### src/rtl/network_sync_ctrl.sv
// Network-level sync controller: gathers trigger sync/exec status,
// issues round-boundary all_sync pulses and an HLS ap_* handshake.
module network_sync_ctrl #(
   parameter int NUM_ACTORS    = 4,
   parameter int SETTLE_CYCLES = 2,
   parameter int CNT_W         = 32,
   parameter int ROUND_W       = 16
) (
   input  logic                  ap_clk,
   input  logic                  ap_rst,
   input  logic                  ap_start,
   output logic                  ap_done,
   output logic                  ap_idle,
   output logic                  ap_ready,
   input  logic [NUM_ACTORS-1:0] sync_wait,
   input  logic [NUM_ACTORS-1:0] exec_pulse,
   output logic                  all_sync,
   output logic                  all_waiting,
   output logic [CNT_W-1:0]      exec_count,
   output logic [ROUND_W-1:0]    round_count
);

   localparam int SET_W = (SETTLE_CYCLES > 1) ? $clog2(SETTLE_CYCLES) : 1;
   localparam int POP_W = $clog2(NUM_ACTORS + 1);

   typedef enum logic [2:0] {
      IDLE, RUN, SYNC, SETTLE, CHECK, DONE
   } state_t;

   state_t                state, state_nx;
   logic [NUM_ACTORS-1:0] exec_mask, mask_nx, mask_all;
   logic [SET_W-1:0]      settle, settle_nx;
   logic [POP_W-1:0]      pop;
   logic [CNT_W:0]        exec_sum;
   logic [CNT_W-1:0]      exec_sat;
   logic                  count_en, clr, round_inc;

   assign all_waiting = &sync_wait;
   assign ap_ready    = ap_done;
   assign mask_all    = exec_mask | exec_pulse;

   // Number of actors firing this cycle, and the saturated running total
   always_comb begin
      pop = '0;
      for (int i = 0; i < NUM_ACTORS; i++)
         pop = pop + POP_W'(exec_pulse[i]);
      exec_sum = {1'b0, exec_count} + (CNT_W + 1)'(pop);
      exec_sat = exec_sum[CNT_W] ? '1 : exec_sum[CNT_W-1:0];
   end

   // Next-state and per-state datapath controls
   always_comb begin
      state_nx  = state;
      mask_nx   = exec_mask;
      settle_nx = settle;
      clr       = 1'b0;
      round_inc = 1'b0;
      count_en  = 1'b0;
      unique case (state)
         IDLE: begin
            if (ap_start) begin
               clr      = 1'b1;
               mask_nx  = '0;
               state_nx = RUN;
            end
         end
         RUN: begin
            count_en = 1'b1;
            mask_nx  = mask_all;
            if (all_waiting)
               state_nx = SYNC;
         end
         SYNC: begin
            count_en  = 1'b1;
            mask_nx   = '0;
            round_inc = 1'b1;
            settle_nx = SET_W'(SETTLE_CYCLES - 1);
            state_nx  = SETTLE;
         end
         SETTLE: begin
            count_en = 1'b1;
            if (settle == '0)
               state_nx = CHECK;
            else
               settle_nx = settle - SET_W'(1);
         end
         CHECK: begin
            count_en = 1'b1;
            mask_nx  = mask_all;
            if (all_waiting)
               state_nx = (|mask_all) ? SYNC : DONE;
         end
         DONE: begin
            state_nx = IDLE;
         end
         default: begin
            state_nx = IDLE;
         end
      endcase
   end

   // State, counters and registered handshake outputs
   always_ff @(posedge ap_clk) begin
      if (ap_rst) begin
         state       <= IDLE;
         exec_mask   <= '0;
         settle      <= '0;
         exec_count  <= '0;
         round_count <= '0;
         ap_idle     <= 1'b1;
         ap_done     <= 1'b0;
         all_sync    <= 1'b0;
      end else begin
         state     <= state_nx;
         exec_mask <= mask_nx;
         settle    <= settle_nx;
         ap_idle   <= (state_nx == IDLE);
         ap_done   <= (state_nx == DONE);
         all_sync  <= (state_nx == SYNC);
         if (clr)
            exec_count <= '0;
         else if (count_en)
            exec_count <= exec_sat;
         if (clr)
            round_count <= '0;
         else if (round_inc && (round_count != '1))
            round_count <= round_count + ROUND_W'(1);
      end
   end

endmodule

### config.mk
export PLATFORM = sky130hd
export DESIGN_NAME = network_sync_ctrl
export DESIGN_NICKNAME = d
export VERILOG_FILES = /design/src/rtl/network_sync_ctrl.sv
export SDC_FILE = /design/constraint.sdc
export NUM_CORES = 1
export LEC_CHECK = 0
export CORE_ASPECT_RATIO = 0.7
export CORE_MARGIN = 2
export CORE_UTILIZATION = 57
export CTS_BUF_LIST = sky130_fd_sc_hd__clkbuf_8
export CTS_CLUSTER_DIAMETER = 120
export CTS_CLUSTER_SIZE = 40
export DETAILED_ROUTE_END_ITERATION = 6
export HOLD_SLACK_MARGIN = 0.12
export PLACE_DENSITY = 0.88
export SKIP_LAST_GASP = 1
export SYNTH_ARGS = -nofsm -noshare
export SYNTH_HDL_FRONTEND = slang
export SYNTH_SLANG_ARGS = --single-unit
### constraint.sdc
create_clock -name ap_clk -period 6.4 [get_ports ap_clk]
set_input_delay 1.6 -clock ap_clk [delete_from_list [all_inputs] [get_ports ap_clk]]
set_output_delay 1.6 -clock ap_clk [all_outputs]
set_load 0.005 [all_outputs]
# ---- Word level (Yosys, flattened, before mapping)
# Cells that the tools add are included.
dict set report word_totals {
  reg_bits 59
  latch_bits 0
  ram_bits 0
  romBits 0
  output_inout_bits 53
  word_cells 49
  memories 0
}
dict set report op_classes {
  add_sub_neg 6
  multipliers 0
  n_div 0
  order_cmp 0
  eq_ne 8
  shifts 0
  n_mux 15
  n_bitwise 1
  reduce_logical 11
}
# cell n
set ops {}
lappend ops {{adder 32 x 3 -> 33 bit} 1}
lappend ops {{two-way mux 32 bit} 1}
lappend ops {{adder 16 x 1 -> 16 bit, second input constant} 1}
lappend ops {{!= test 16 bit, second input constant} 1}
lappend ops {{two-way mux 3 bit} 5}
lappend ops {{case mux 3 bit (5 select lines)} 1}
lappend ops {{case mux 4 bit (3 select lines)} 1}
lappend ops {{== test 3 x 2 -> 1 bit, second input constant} 3}
lappend ops {{OR reduction 4 bit} 2}
lappend ops {{== test 3 bit, second input constant} 2}
lappend ops {{zero test 3 bit} 2}
lappend ops {{two-way mux 1 bit} 5}
lappend ops {{two-way mux 4 bit} 1}
lappend ops {{OR 4 bit} 1}
lappend ops {{AND reduction 4 bit} 1}
lappend ops {{OR reduction 2 bit} 2}
lappend ops {{adder 2 x 1 -> 3 bit} 1}
lappend ops {{adder 3 x 1 -> 3 bit} 1}
lappend ops {{== test 3 x 1 -> 1 bit, second input constant} 1}
lappend ops {{nonzero test 3 bit} 1}
lappend ops {{adder 1 x 1 -> 2 bit} 1}
lappend ops {{!= test 2 bit, second input constant} 1}
lappend ops {{case mux 1 bit (2 select lines)} 1}
lappend ops {{AND reduction 2 bit} 1}
lappend ops {{3 further kinds} 3}

# ---- Longest topological paths before layout
# Gate-level depths: netlist of the first run.
dict set report logic_depth {
  word_depth 6
  ltp_mapped 11
  ltp_nobuf 9
}

# ---- Worst setup path before layout of the first run
# No wires, ideal clock.
dict set report synth_timing {
  path_type {input-to-reg}
  startpoint {input port exec_pulse[0]}
  endpoint {register exec_count[18]}
  arrival_ns 3.515
  t_required_ns 6.273
  setup_slack_ns 2.759
  stages 10
  cell_sequence {fa_1 inv_1 fa_1 inv_1 fa_1 nand3_2 buf_4 or2_1 nor3_1 nor3_1}
}
dict set report synth_between {
  elab_chain_len 5
}
# element line_no
set synth_lines {}
lappend synth_lines {{start, declared} 16} ;# input logic [NUM_ACTORS-1:0] exec_pulse,
lappend synth_lines {{adder 1 x 1 -> 2 bit} 46} ;# pop = pop + POP_W'(exec_pulse[i]);
lappend synth_lines {{adder 2 x 1 -> 3 bit} 46}
lappend synth_lines {{adder 3 x 1 -> 3 bit} 46}
lappend synth_lines {{adder 32 x 3 -> 33 bit} 47} ;# exec_sum = {1'b0, exec_count} + (CNT_W + 1)'(pop);
lappend synth_lines {{two-way mux 32 bit} 48} ;# exec_sat = exec_sum[CNT_W] ? '1 : exec_sum[CNT_W-1:0];
lappend synth_lines {{end signal, assigned} 123} ;# exec_count <= exec_sat;
lappend synth_lines {{end, declared} 19} ;# output logic [CNT_W-1:0] exec_count,
# Every way passes these cells.
# A chain may end at the register's enable or synchronous reset.

# ---- Worst setup path in the final report of the first run
dict set report layout_timing {
  startpoint {input port sync_wait[1]}
  endpoint {output port all_waiting}
}
dict set report layout_between {
  elab_chain_len 1
}
# element line_no
set layout_lines {}
lappend layout_lines {{start, declared} 15} ;# input logic [NUM_ACTORS-1:0] sync_wait,
lappend layout_lines {{AND reduction 4 bit} 38} ;# assign all_waiting = &sync_wait;
lappend layout_lines {{end, declared} 18} ;# output logic all_waiting,
# Every way passes these cells.

==> impl_metrics.env, run 1 <==
export IMPL_status="finished clean"
export IMPL_overflow=0
export IMPL_synth_avg_cell_area_sq_um=9.01
export IMPL_cts_max_path_buffers=2
export IMPL_leakage_nw=1.30
export IMPL_ys_ff_latch=59
export IMPL_postCtsHoldBufs=0
export IMPL_utilization=0.755
export IMPL_cp_cell_sequence="clkdlybuf4s50_1 > nand4_1 > inv_1 > clkdlybuf4s50_1"
export IMPL_finalCritPeriodShare=0.704
export IMPL_grt_usage=0.255
export IMPL_grt_max_degree=45
export IMPL_nNetsFinal=415
export IMPL_max_slew_worst_pin_slew_ns=0.606
export IMPL_ant_nets=0
export IMPL_clock_sinks=59
export IMPL_path_clk_slew_ns=0.06
export IMPL_syn_nets=356
export IMPL_dieHeight_microns=65.3
export IMPL_reg2reg_from="exec_count[0]"
export IMPL_cts_tree="done"
export IMPL_cp_max_fo=4
export IMPL_path_buf_inv=3
export IMPL_grt_antenna_before_repair=0
export IMPL_power_density_mw_per_mm2=208
export IMPL_p_total_mw=0.815
export IMPL_endpoint_kind="output port"
export IMPL_gp_congestion=0.858
export IMPL_synth_most_common_cell="dfxtp_1"
export IMPL_critPathMaxStageDelay_ns=0.51
export IMPL_skew_ns=0.0111
export IMPL_setup_violations=0
export IMPL_pin_count=64
export IMPL_critical_path_top_delay_family="buffers and inverters"
export IMPL_setup_tns_ns=0
export IMPL_hold_path_startpoint="exec_mask[0]"
export IMPL_hpwlAfterDp_microns=4870
export IMPL_drt_initial_drc_count=145
export IMPL_whs_ns=0.481
export IMPL_cpMostUsedCell="clkdlybuf4s50_1"
export IMPL_drt_vias_per_instance=5.74
export IMPL_n_antenna_cell=0
export IMPL_async_flop_share=0
export IMPL_startpoint_type="input pin"
export IMPL_worstHoldEndpoint="exec_mask[0]"
export IMPL_max_freq_mhz=222
export IMPL_die_w_microns=91.6
export IMPL_post_drt_wl_per_cell_microns=14.9
export IMPL_syn_inst=340
export IMPL_yosys_warnings=0
export IMPL_postCtsSetupBuffers=0
export IMPL_ys_types=54
export IMPL_r2r_slack_ns=4.10
export IMPL_synth_edff_count=0
export IMPL_htreeDepth=3
export IMPL_crit_path_top_delay_cell="clkdlybuf4s50_1"
export IMPL_ir_drop_mv=0.134
export IMPL_cts_root_buf="clkbuf_8"
export IMPL_grt_pass1_wl_microns=12100
export IMPL_crit_type="in2out"
export IMPL_dieArea_sq_mm=0.00599
export IMPL_fin_crit_ns=4.51
export IMPL_hp_class="reg2reg"
export IMPL_hold_viol_final=0
export IMPL_drc=0
export IMPL_ys_top_cells_by_count="59 x dfxtp_1, 34 x nor2_1, 30 x a21oi_1"
export IMPL_port_buffers=63
export IMPL_dr_pass1_iters=4
export IMPL_synth_largest_area_cell="dfxtp_1"
export IMPL_arrival_ns=2.91
export IMPL_worst_ep_required_time_ns=4.80
export IMPL_relSlewSlack=0.594
export IMPL_yosys_area_top_type_share=0.385
export IMPL_final_layout_size_suffix_gt1_frac=0.116
export IMPL_core_area_sq_mm=0.00520
export IMPL_insertion_delay_ns=0.35
export IMPL_wirelength_microns=7090
export IMPL_slew_violations=0
export IMPL_max_cap_violations=0
export IMPL_rows=22
export IMPL_holdPathStages=2
export IMPL_cts_resized_gates=0
export IMPL_rsz0062_at_grt="no"
export IMPL_synth_ff_type="dfxtp_1"
export IMPL_ys_seq_area_frac=0.385
export IMPL_areaGrowthSynthToFinish_pct=28.2
export IMPL_dr_total_vias=2730
export IMPL_syn_area_sq_mm=0.00306
export IMPL_synthTopCellsByArea="dfxtp_1 39%, xnor2_1 8.0%, a21oi_1 4.9%, nor2_1 4.2%, nor4_2 3.3%"
export IMPL_grt_pass1_vias=2589
export IMPL_regArea_sq_mm=0.00118
export IMPL_reg2reg_to="exec_count[10]"
export IMPL_ff2ff_path_depth=8
export IMPL_worst_path_stages=4
export IMPL_numCtsBuffers=9
export IMPL_multi_input_area_sq_mm=0.00175
export IMPL_fillers=378
export IMPL_initial_core_util=0.589
report_power, final:
part,internal [mW],switching [mW],total (mW)
Clock,0.238,0.146,0.385
Combinational,0.0231,0.0308,0.0540
Sequential,0.372,0.00489,0.377
Total,0.633,0.182,0.815
sequential cells by signal, indices dropped and copies added (netlist names):
register     cells
round_count     16
exec_count      32
all_sync         1
state            3
ap_done          1
exec_mask        4
ap_idle          1
settle           1
logic make-up (layout without fill, tap and decap cells):
group,after synthesis,after routing,share of synthesized area
AO/OA/AOI/OAI,67,67,0.146
XOR/XNOR,36,36,0.103
flip-flops,59,59,0.385
adder cells (fa/ha/maj),5,5,0.0278
AND/OR/NAND/NOR,145,145,0.294
buffers and inverters,28,92,0.0445
placed cells by master, fill, tap and decap left out, drive strengths merged, types with 4 or more instances in the layout:
master / Yosys / routed
clkdlybuf4s50: 0 / 63
dfxtp: 59 / 59
nor2: 35 / 35
a21oi: 32 / 32
xnor2: 28 / 28
nand2: 20 / 20
nor3: 19 / 19
nand3: 14 / 14
nand4: 14 / 14
inv: 12 / 12
clkbuf: 7 / 11
nor4: 10 / 10
xor2: 8 / 8
o21ai: 8 / 8
and2: 7 / 7
a31oi: 7 / 7
and4: 7 / 7
and3: 6 / 6
nor2b: 4 / 4
worst max path at each step:
stage                  start        endpoint  slack [ns]
6_report        sync_wait[1]     all_waiting        1.89
5_1_grt         sync_wait[0]     all_waiting        1.85
4_1_cts         sync_wait[1]     all_waiting        1.91
3_5_place_dp    sync_wait[1]     all_waiting        1.91
3_3_place_gp    sync_wait[0]     all_waiting        1.98
2_1_floorplan  exec_pulse[0]  exec_count[18]        2.76
area by class of cell:
cell class,count,share of cell area
multi-input combinational,253,0.445
clock inverter,5,0.0191
clock buffer,11,0.0385
timing repair buffer,64,0.162
sequential,59,0.301
tap,72,0.0229
inverter,12,0.0115
worst reg2reg max path, stage by stage, from the launching register on:
cell and delay [ns]:
dfxtp_1 0.36, inv_1 0.07, fa_1 0.42, inv_1 0.08
fa_1 0.19, nand3_2 0.29, nor2_4 0.25, nand2_2 0.31
a21oi_1 0.25
metrics by stage:
stage	instances	area (sq um)	setup slack, ns
final	476	3930	1.89
after CTS	476	3930	1.91
after global routing	476	3930	1.85
after floorplan	340	3060	2.76
after detailed placement	460	3700	1.91
after global placement	460	3700	1.98
layer usage:
| metal | track usage | up-vias | part of all wire |
|---|---|---|---|
| li1 | - | 1347 | - |
| met1 | 0.322 | 1261 | 0.47 |
| met2 | 0.410 | 105 | 0.45 |
| met3 | 0.0826 | 17 | 0.064 |
| met4 | 0.0947 | 0 | 0.019 |
| met5 | 0 | - | 0 |
Power figures use the tool's default switching activity.
==> inputs of run 2 (changes only) <==
Settings changed: CORE_UTILIZATION 57 to 48, PLACE_DENSITY 0.88 to 0.79.
Clock period 6.4 ns to 4 ns, I/O delays scaled along.
==> run 2 against run 1 <==
- combinational power is 66% higher
- cell count is 1.5% higher
- hold slack better by 0.0040 ns
- clock-buffer cell count stayed put
- largest power group unchanged
==> impl_metrics.env, run 2 (synthesis results as in run 1) <==
export IMPL_status="finished clean"
export IMPL_htreeDepth=3
export IMPL_max_cap_violations=0
export IMPL_postCtsHoldBufs=0
export IMPL_postCtsSetupBuffers=0
export IMPL_multi_input_area_sq_mm=0.00175
export IMPL_nNetsFinal=416
export IMPL_arrival_ns=3.78
export IMPL_areaGrowthSynthToFinish_pct=28.7
export IMPL_p_sw_frac=0.226
export IMPL_fin_ws_ns=0.493
export IMPL_max_freq_mhz=285
export IMPL_cts_root_buf="clkbuf_8"
export IMPL_path_clk_slew_ns=0.06
export IMPL_pin_count=64
export IMPL_drc=0
export IMPL_post_place_ws_ns=0.139
export IMPL_largest_register="exec_count"
export IMPL_ant_nets=0
export IMPL_endpoint_kind="register"
export IMPL_gp_congestion=0.831
export IMPL_insertion_delay_ns=0.35
export IMPL_internal_power_mw=1.01
export IMPL_drt_initial_drc_count=123
export IMPL_hp_class="reg2reg"
export IMPL_ff2ff_path_depth=8
export IMPL_dr_total_vias=2657
export IMPL_p_comb_frac=0.068
export IMPL_regArea_sq_mm=0.00118
export IMPL_critPathMaxStageDelay_ns=0.56
export IMPL_n_antenna_cell=0
export IMPL_crit_path_top_delay_cell="fa_1"
export IMPL_final_cell_mix="63 x clkdlybuf4s50_1, 59 x dfxtp_1, 34 x nor2_1"
export IMPL_wirelength_microns=6970
export IMPL_rsz0062_at_grt="no"
export IMPL_drt_vias_per_instance=5.50
export IMPL_rows=24
export IMPL_hold_viol_final=0
export IMPL_setup_tns_ns=0
export IMPL_slew_violations=0
export IMPL_cts_tree="done"
export IMPL_startpoint_type="input pin"
export IMPL_holdPathStages=2
export IMPL_port_buffers=63
export IMPL_leakage_nw=1.31
export IMPL_pwr_share_clk=0.472
export IMPL_grt_max_degree=45
export IMPL_power_density_mw_per_mm2=332
export IMPL_grt_usage=0.203
export IMPL_core_area_sq_mm=0.00619
export IMPL_worst_ep_required_time_ns=4.27
export IMPL_relSlewSlack=0.604
export IMPL_post_drt_wl_per_cell_microns=14.4
export IMPL_ir_drop_mv=0.197
export IMPL_largest_register_ff_count=32
export IMPL_hpwlAfterDp_microns=4900
export IMPL_grt_pass1_wl_microns=11400
export IMPL_numCtsBuffers=9
export IMPL_skew_ns=0.00549
export IMPL_dieArea_sq_mm=0.00705
export IMPL_cp_cell_sequence="clkdlybuf4s50_1 > fa_1 > inv_1 > fa_1 > inv_1 > fa_1 > nand3_2 > nor2_4 > nand2_2 > a21oi_1"
export IMPL_overflow=0
export IMPL_grt_pass1_vias=2446
export IMPL_final_layout_size_suffix_gt1_frac=0.119
export IMPL_finalCritPeriodShare=0.877
export IMPL_cp_max_fo=22
export IMPL_pwr_share_seq=0.460
export IMPL_largestRegisters="exec_count: 32 flops, round_count: 16 flops, exec_mask: 4 flops"
export IMPL_dr_pass1_iters=4
export IMPL_cts_max_path_buffers=2
export IMPL_crit_type="in2reg"
export IMPL_clock_sinks=59
export IMPL_initial_core_util=0.495
export IMPL_switching_power_mw=0.296
export IMPL_die_w_microns=99.5
export IMPL_cts_resized_gates=0
export IMPL_fin_crit_ns=3.51
export IMPL_fillers=546
export IMPL_layout_commonest_cell="clkdlybuf4s50_1"
export IMPL_max_slew_worst_pin_slew_ns=0.592
export IMPL_setup_violations=0
export IMPL_cpMostUsedCell="fa_1"
export IMPL_grt_antenna_before_repair=0
export IMPL_dieHeight_microns=70.8
[run 2: changes by cell type in the layout (fill, tap and decap cells not counted), sizes merged]
cell,delta
buf,+1
[run 2: layer usage]
metal,up-vias,share of wire,global-route usage
met5,-,0,0
met4,0,0.014,0.0791
met3,10,0.049,0.0613
met2,69,0.45,0.308
met1,1235,0.48,0.275
li1,1343,-,-
[run 2: layout make-up]
type                            count  share of cell area
Clock inverter                      5              0.0190
Inverter                           12              0.0114
Multi-Input combinational cell    253               0.443
Tap cell                           78              0.0248
Clock buffer                       11              0.0384
Timing Repair Buffer               65               0.164
Sequential cell                    59               0.300
[run 2: path summary, 6_finish.rpt]
kind | startpoint | to | slack, ns
max reg2reg | exec_count[0] | exec_count[14] | 1.78
min reg2reg | exec_mask[0] | exec_mask[0] | 0.48
max | exec_pulse[0] | exec_count[14] | 0.49
min | exec_mask[0] | exec_mask[0] | 0.48
[run 2: through the flow]
step,hold WS (ns),instances,instance area [sq um],power (mW),util
floorplan,0.437,340,3060,0.671,-
global placement,0.458,467,3720,0.700,0.601
detailed placement,0.470,467,3720,0.704,0.601
CTS,0.486,483,3940,1.32,0.637
global route,0.505,483,3940,1.35,0.637
finish,0.485,483,3940,1.31,0.637
[run 2: power groups by stage]
stage | Clock [mW] | Sequential, mW | Combinational, mW
2_1_floorplan | 0 | 0.612 | 0.0586
3_3_place_gp | 0 | 0.615 | 0.0852
3_5_place_dp | 0 | 0.615 | 0.0887
4_1_cts | 0.628 | 0.602 | 0.0900
5_1_grt | 0.650 | 0.603 | 0.0986
6_report | 0.618 | 0.603 | 0.0895
[run 2: worst max-delay path, delay by kind of cell]
family | cells | cell delay [ns]
adder cells (fa/ha/maj) | 3 | 1.14
AO/OA/AOI/OAI | 1 | 0.25
AND/OR/NAND/NOR | 3 | 0.78
buffers and inverters | 3 | 0.60
